### src/rtl/tsmap_rd_arbiter.sv
// Round-robin arbiter sharing one TS-map SRAM read port among NumCh requesters.
// A grant relocates the channel's word index into the SRAM address space and
// bounds-checks it. A {valid, ch_id, err} shift register, RdLatency deep,
// returns each response in grant order to the channel that asked for it.
// The SRAM word arrives in the same cycle as the matching pipeline entry.
// The response data is therefore steered straight from tsmap_rdata_i while
// rvalid is high. Registers keep the last data/err value between responses.
module tsmap_rd_arbiter #(
  parameter int          NumCh      = 2,
  parameter logic [31:0] TSMapBase  = 32'h200f_e000,
  parameter logic [31:0] DRamBase   = 32'h200f_0000,
  parameter int          TSMapWords = 512,
  parameter int          ChAddrW    = 14,
  parameter int          MemAddrW   = 16,
  parameter int          RdLatency  = 1
) (
  input  logic                     clk_i,
  input  logic                     rst_i,
  input  logic [NumCh-1:0]         ch_req_i,
  input  logic [NumCh*ChAddrW-1:0] ch_addr_i,
  output logic [NumCh-1:0]         ch_gnt_o,
  output logic [NumCh-1:0]         ch_rvalid_o,
  output logic                     ch_rerr_o,
  output logic [31:0]              ch_rdata_o,
  output logic                     tsmap_cs_o,
  output logic [MemAddrW-1:0]      tsmap_addr_o,
  input  logic [31:0]              tsmap_rdata_i
);

  localparam int          ChIdW    = (NumCh > 1) ? $clog2(NumCh) : 1;
  localparam logic [31:0] Offset   = (TSMapBase - DRamBase) >> 2;
  localparam longint      LastWord = longint'(Offset) + longint'(TSMapWords) - 1;

  // Reject parameter sets that would place the map outside the SRAM or misalign it
  if (TSMapBase < DRamBase || TSMapBase[1:0] != 2'b00 ||
      !(RdLatency == 1 || RdLatency == 2) ||
      LastWord >= (longint'(1) << MemAddrW) ||
      NumCh < 1 || NumCh > 8) begin : g_param_check
    $error("tsmap_rd_arbiter: illegal parameter combination");
  end

  logic [ChAddrW-1:0] ch_addr [NumCh];
  logic [ChIdW-1:0]   rr_ptr;
  logic [ChIdW-1:0]   gnt_id;
  logic               found;
  int                 cand;
  logic [ChAddrW-1:0] gnt_idx;
  logic               in_range;

  logic               pipe_valid [RdLatency];
  logic [ChIdW-1:0]   pipe_ch    [RdLatency];
  logic               pipe_err   [RdLatency];
  logic               resp_valid;
  logic [ChIdW-1:0]   resp_ch;
  logic               resp_err;
  logic [31:0]        resp_data;
  logic [31:0]        rdata_hold;
  logic               err_hold;

  // Split the flat address bus into per-channel word indices
  for (genvar gi = 0; gi < NumCh; gi++) begin : g_addr_split
    assign ch_addr[gi] = ch_addr_i[gi*ChAddrW +: ChAddrW];
  end

  // Round-robin search from rr_ptr; the first requester wins and reset blocks any grant
  always_comb begin
    found  = 1'b0;
    gnt_id = '0;
    cand   = 0;
    for (int k = 0; k < NumCh; k++) begin
      cand = int'(rr_ptr) + k;
      if (cand >= NumCh) cand = cand - NumCh;
      if (!found && ch_req_i[cand]) begin
        found  = 1'b1;
        gnt_id = ChIdW'(cand);
      end
    end
    if (rst_i) found = 1'b0;
  end

  assign gnt_idx  = ch_addr[gnt_id];
  assign in_range = 32'(gnt_idx) < 32'(TSMapWords);

  // Out-of-range grants still get a response slot, but they never touch the SRAM
  assign tsmap_cs_o   = found && in_range;
  assign tsmap_addr_o = tsmap_cs_o ? MemAddrW'(Offset + 32'(gnt_idx)) : '0;

  for (genvar gi = 0; gi < NumCh; gi++) begin : g_onehot
    assign ch_gnt_o[gi]    = found && (gnt_id == ChIdW'(gi));
    assign ch_rvalid_o[gi] = resp_valid && (resp_ch == ChIdW'(gi));
  end

  // Advance the round-robin pointer past the winner; hold it when nobody is granted
  always_ff @(posedge clk_i or posedge rst_i) begin
    if (rst_i) begin
      rr_ptr <= '0;
    end else if (found) begin
      rr_ptr <= (gnt_id == ChIdW'(NumCh - 1)) ? '0 : gnt_id + 1'b1;
    end
  end

  // Response tag pipeline, matched to the SRAM read latency
  always_ff @(posedge clk_i or posedge rst_i) begin
    if (rst_i) begin
      for (int s = 0; s < RdLatency; s++) begin
        pipe_valid[s] <= 1'b0;
        pipe_ch[s]    <= '0;
        pipe_err[s]   <= 1'b0;
      end
    end else begin
      pipe_valid[0] <= found;
      pipe_ch[0]    <= gnt_id;
      pipe_err[0]   <= !in_range;
      for (int s = 1; s < RdLatency; s++) begin
        pipe_valid[s] <= pipe_valid[s-1];
        pipe_ch[s]    <= pipe_ch[s-1];
        pipe_err[s]   <= pipe_err[s-1];
      end
    end
  end

  assign resp_valid = pipe_valid[RdLatency-1];
  assign resp_ch    = pipe_ch[RdLatency-1];
  assign resp_err   = pipe_err[RdLatency-1];
  assign resp_data  = resp_err ? 32'h0 : tsmap_rdata_i;

  // Keep the last response's data/err visible between responses
  always_ff @(posedge clk_i or posedge rst_i) begin
    if (rst_i) begin
      rdata_hold <= 32'h0;
      err_hold   <= 1'b0;
    end else if (resp_valid) begin
      rdata_hold <= resp_data;
      err_hold   <= resp_err;
    end
  end

  assign ch_rdata_o = resp_valid ? resp_data : rdata_hold;
  assign ch_rerr_o  = resp_valid ? resp_err  : err_hold;

endmodule

### config.mk
export PLATFORM = sky130hd
export DESIGN_NAME = tsmap_rd_arbiter
export DESIGN_NICKNAME = d
export VERILOG_FILES = /design/src/rtl/tsmap_rd_arbiter.sv
export SDC_FILE = /design/constraint.sdc
export NUM_CORES = 1
export LEC_CHECK = 0
export ABC_AREA = 1
export CORE_ASPECT_RATIO = 1.1
export CORE_UTILIZATION = 30
export CTS_BUF_LIST = sky130_fd_sc_hd__clkbuf_4 sky130_fd_sc_hd__clkbuf_8
export DETAILED_ROUTE_END_ITERATION = 8
export PLACE_DENSITY_LB_ADDON = 0.25
export REMOVE_ABC_BUFFERS = 1
export SYNTH_ARGS = -nofsm -noshare
export SYNTH_HDL_FRONTEND = slang
export SYNTH_SLANG_ARGS = --single-unit
### constraint.sdc
create_clock -name clk_i -period 1.3 [get_ports clk_i]
set_input_delay 0.195 -clock clk_i [delete_from_list [all_inputs] [get_ports clk_i]]
set_output_delay 0.195 -clock clk_i [all_outputs]
set_load 0.01 [all_outputs]
* Word level (Yosys, flattened, before mapping)
Index checks and enable logic that the tools add are counted.
Storage, ports and cells: register bits after elaboration 37, bits of input ports 64, output and inout port bits 54, word-level logic and storage cells 49
Operators by class: $add $sub $neg 5, $lt $le $gt $ge 6, multiplexer cells 21, bitwise operators 3, reductions and logical operators 8
Operator list (number):
- 32-bit 2-to-1 mux | 4
- 32-bit by 3-bit < comparator with 1-bit output (second input constant) | 2
- 14-bit 2-to-1 mux | 3
- 14-bit by 14-bit adder with 15-bit output (first input constant) | 1
- 15-bit 2-to-1 mux | 1
- 14-bit by 10-bit < comparator with 1-bit output (second input constant) | 1
- 1-bit 2-to-1 mux | 13
- 1-bit logical AND | 6
- 2-bit >= comparator (second input constant) | 2
- 1-bit by 2-bit subtractor with 3-bit output (second input constant) | 1
- 2-bit by 2-bit subtractor with 3-bit output (second input constant) | 1
- 1-bit by 1-bit adder with 2-bit output (second input constant) | 1
- 1-bit by 2-bit >= comparator with 1-bit output (second input constant) | 1
- 1-bit zero test | 2
- 1-bit inverter | 2
- 1-bit inverter with 2-bit output | 1
- 1-bit adder (second input constant) | 1

* Depth between registers and ports, before layout
word-level depth 16, gate-level depth with buffers 8, mapped depth without buffers 7

* Worst setup path before layout
OpenSTA, ideal clock, no wires.
path kind register -> output, start register rr_ptr, end output tsmap_addr_o[3], data arrival time 1.081 ns, required time 1.105 ns, setup slack 0.024 ns, cell stages (with the launch flop) 9, path buffers 1, path through dfrtp_1 inv_1 nand2_1 nand2_1 nand3_1 nand2_1 nand3_2 buf_6 nor2_2
Between the ends: cells in the longest elaborated chain, start to end 16, elaborated cells between the ends (all ways) 28, those cells by class add/sub: 4; order compare: 3; mux: 17; bitwise: 1; reduce/logical: 3
RTL lines:
- start: declaration | line 43 | logic [ChIdW-1:0] rr_ptr;
- start signal: assignment | line 98 | rr_ptr <= (gnt_id == ChIdW'(NumCh - 1)) ? '0 : gnt_id + 1'b1;
- 1-bit by 2-bit subtractor with 3-bit output or 1-bit by 2-bit >= comparator with 1-bit output (tied branches) | line 72 | if (cand >= NumCh) cand = cand - NumCh;
- 32-bit 2-to-1 mux | line 72
- 1-bit 2-to-1 mux (not written as such) (3 in series) | line 73 | if (!found && ch_req_i[cand]) begin
- 1-bit 2-to-1 mux | line 73
- 1-bit zero test | line 73
- 1-bit logical AND | line 73
- 1-bit 2-to-1 mux | line 73
- 1-bit inverter with 2-bit output (not written as such) | line 81 | assign gnt_idx = ch_addr[gnt_id];
- 14-bit 2-to-1 mux (not written as such) (3 in series) | line 81
- 14-bit by 10-bit < comparator with 1-bit output | line 82 | assign in_range = 32'(gnt_idx) < 32'(TSMapWords);
- 1-bit logical AND | line 85 | assign tsmap_cs_o = found && in_range;
- 15-bit 2-to-1 mux * | line 86 | assign tsmap_addr_o = tsmap_cs_o ? MemAddrW'(Offset + 32'(gnt_idx)) : '0;
- end: declaration | line 26 | output logic [MemAddrW-1:0] tsmap_addr_o,
Mark *: on every way between the ends. The rest lies on a longest branch, timed or not. The select of a mux whose other input is x is not followed.

* Worst setup path in the final report
start register rr_ptr, end output tsmap_addr_o[2]
The elaborated chain is that of the path after synthesis.

==> results.yml <==
worst_setup_path:
  startpoint_type: "flip-flop"
  cp.required_ns: 1.11
  crit_buf_inv: 3
  worstPathCellList: "inv_2 -> nand2_4 -> nand2_4 -> nand3_2 -> nand2_4 -> nand3_4 -> buf_16 -> nor2_1 -> buf_2"
  max_stage_delay_ns: 0.38
  critPathKind: "flip-flop to primary output"
  cpLargestDelayFamily: "simple AND/OR/NAND/NOR gates"
  cp.depth: 9
  arrival_ns: 1.57
  end_kind: "primary output"
  crit_path_top_delay_cell: "dfrtp_1"
  crit_top_cell: "nand2_4"
  reg2regPathDepth: 14
  critPathMaxFanout: 6
global_routing:
  grt_util_all_layers_pct: 19.91
  first_global_vias: 1850
  grt_pass1_wl_um: 8707
  grt_max_degree: 27
  grt-ovfl-total: 0
  antenna_found_initial: 0
clock_network:
  root_buffer: "clkbuf_8"
  ctsHoldBuffers: 0
  worstSkewPairLatency_ns: 0.28
  cts.sinks: 37
  cts_buffers: 5
  cts_tree: "done"
  cts_max_path_buffers: 2
  htreeDepth: 2
  cts.clk_slew.worst_paths_ns: 0.07
sta:
  hold_viol: 0
  drv_slew: 0
  hold_ws_ns: 0.4813
  post-route-period-util_pct: 136.1
  setup_viol: 53
  setup_ws_ns: -0.4687
  rsz0062_at_grt: "yes"
  clock.fmax_mhz: 565.4
  fin_worst_skew_ns: 0.002120
  min_period_ns: 1.769
  fin_setup_tns_ns: -16.65
logic_synthesis:
  synth-seq-cells: 37
  synth_compound_area_share_pct: 18.00
  seq_area_frac_synth_pct: 56.19
  synthTopCellsByArea: "dfrtp_1 56%, a22o_1 17%, nand2_1 8.4%"
  synth_largest_area_cell: "dfrtp_1"
  synth_edf_count: 0
  synthMuxAreaShare_pct: 0
  synth_top_family_by_area: "compound AO/OA/AOI/OAI gates"
  synthDistinctLibCells: 18
  syn_avg_cell_area_sq_um: 9.809
  synth_cells: 168
  synth_area_sq_um: 1648
  ys.flop_type: "dfrtp_1"
  synth_top_area_share_pct: 56.19
  synth_async_sr_flop_share_pct: 100.0
  yosys.area_share.adder_pct: 0
  synth-xor-area-share_pct: 0
  ys_warn_count: 0
  synth-simple-area-share_pct: 15.64
layout:
  layout-drive-gt1-share_pct: 43.49
  final_nets: 401
  mostFrequentLayoutCell: "clkdlybuf4s50_1"
  final_area_sq_um: 3565
  antennaDiodeCount: 0
  syn_to_final_growth_pct: 116.3
  final_cell_mix: "61 x clkdlybuf4s50_1, 37 x dfrtp_1, 36 x buf_2, 32 x a22o_1"
die:
  core_sq_um: 5135
  initial_core_util_pct: 32.09
  die-area_sq_um: 5794
  row_count: 27
  die_w_um: 72.67
  ios: 118
  chipHeight_um: 79.73
run:
  drv_cap: 0
place:
  placed_cell_area_sq_um: 3078
  port_buffers: 113
  gp_congestion: 0.7562
  dp_worst_setup_slack_ns: -0.8722
  dpl.hpwl_um: 3513
detailed_routing:
  drt-pass1-iter-count: 4
  wl_met2_um: 2899
  drtIter0Drc: 89
  viasPerCell: 4.473
  drc: 0
  highest_layer: "met4"
  wl_per_cell_um: 14.00
  drt-total-wl_um: 5742
  antenna_left: 0
  routed-wl-met3_um: 538
  vias: 1834
  wl_met1_um: 2236
outcome:
  status: "finished, violations left"
  violations: "setup timing"
power:
  p_leak_nw: 1.895
  pwr_density_cell_nw_per_um2: 834.3
  ir_drop_mv: 0.5342
worst_hold_path:
  hp-class: "input pin to asynchronous set/reset pin"
## sequential cells by signal, summed over array words and instances, names as in the netlist
signal,flops
err_hold,1
pipe_valid,1
pipe_ch,1
pipe_err,1
rr_ptr,1
rdata_hold,32
## worst register-to-register path, stage by stage (launching register included)
cell,delay (ns)
dfrtp_1,0.38
inv_2,0.11
a21oi_4,0.08
nand2_2,0.08
nand2_4,0.06
buf_4,0.13
buf_6,0.10
buf_6,0.10
buf_6,0.10
buf_6,0.10
buf_6,0.10
buf_6,0.10
buf_6,0.10
buf_6,0.10
nand2_1,0.04
## cell families after synthesis
logic type,after synthesis
buffers and inverters,36
AOI/OAI and AO/OA,34
other,1
DFF,37
and+or+nand+nor,60
## timing repair
item                       4_1_cts  5_1_grt
cloned                           5        1
setup buffers                   17       11
pin swaps                        6       11
setup endpoints to repair       50       55
gates resized for setup        247       29
## per-layer routing
| layer | GRT usage [%] | up-vias |
|---|---|---|
| li1 | - | 880 |
| met1 | 23.02 | 849 |
| met2 | 34.95 | 97 |
| met3 | 6.692 | 8 |
| met4 | 5.098 | 0 |
| met5 | 0 | - |
## final cells by class
class	instances	area [sq um]
flip-flops and latches	37	925.9
clock inverters	3	65.06
repair buffers	172	1633
well taps	72	90.09
fillers	419	1570
inverters	23	91.34
multi-input cells	98	690.7
clock buffers	5	68.82
## power breakdown
| group | total, W | leakage, nW | internal, W | switching, W |
|---|---|---|---|---|
| sequential | 0.00119 | 0.500 | 0.00118 | 0.0000120 |
| clock | 0.00116 | 0.0681 | 0.000762 | 0.000394 |
| combinational | 0.000629 | 1.33 | 0.000368 | 0.000261 |
## per-stage QoR
stage / utilization, % / std cells / total power (W)
4_1_cts: 66.33 / 400 / 0.002966
6_report: 69.42 / 410 / 0.002974
3_5_place_dp: 59.94 / 373 / 0.001713
5_1_grt: 69.42 / 410 / 0.003113
2_1_floorplan: - / 158 / 0.001366
3_3_place_gp: 59.94 / 373 / 0.001711
## worst paths after layout
| check | from | endpoint | slack [ns] |
|---|---|---|---|
| max | rr_ptr | tsmap_addr_o[2] | -0.47 |
| min | rst_i | rr_ptr | 0.48 |
| max reg2reg | rr_ptr | pipe_err | -0.44 |
| min reg2reg | rdata_hold[13] | rdata_hold[13] | 0.51 |
| max in group asynchronous | rst_i | rdata_hold[16] | 0.65 |
| min in group clk_i | rdata_hold[13] | rdata_hold[13] | 0.51 |
## cells in the mapped netlist (3+ instances only)
cell,count
dfrtp_1,37
nand2_1,37
a22o_1,32
inv_1,19
nor2_1,11
nor2_2,8
buf_2,5
buf_4,4
inv_2,4
clkbuf_1,3
Power figures use the tool's default switching activity.
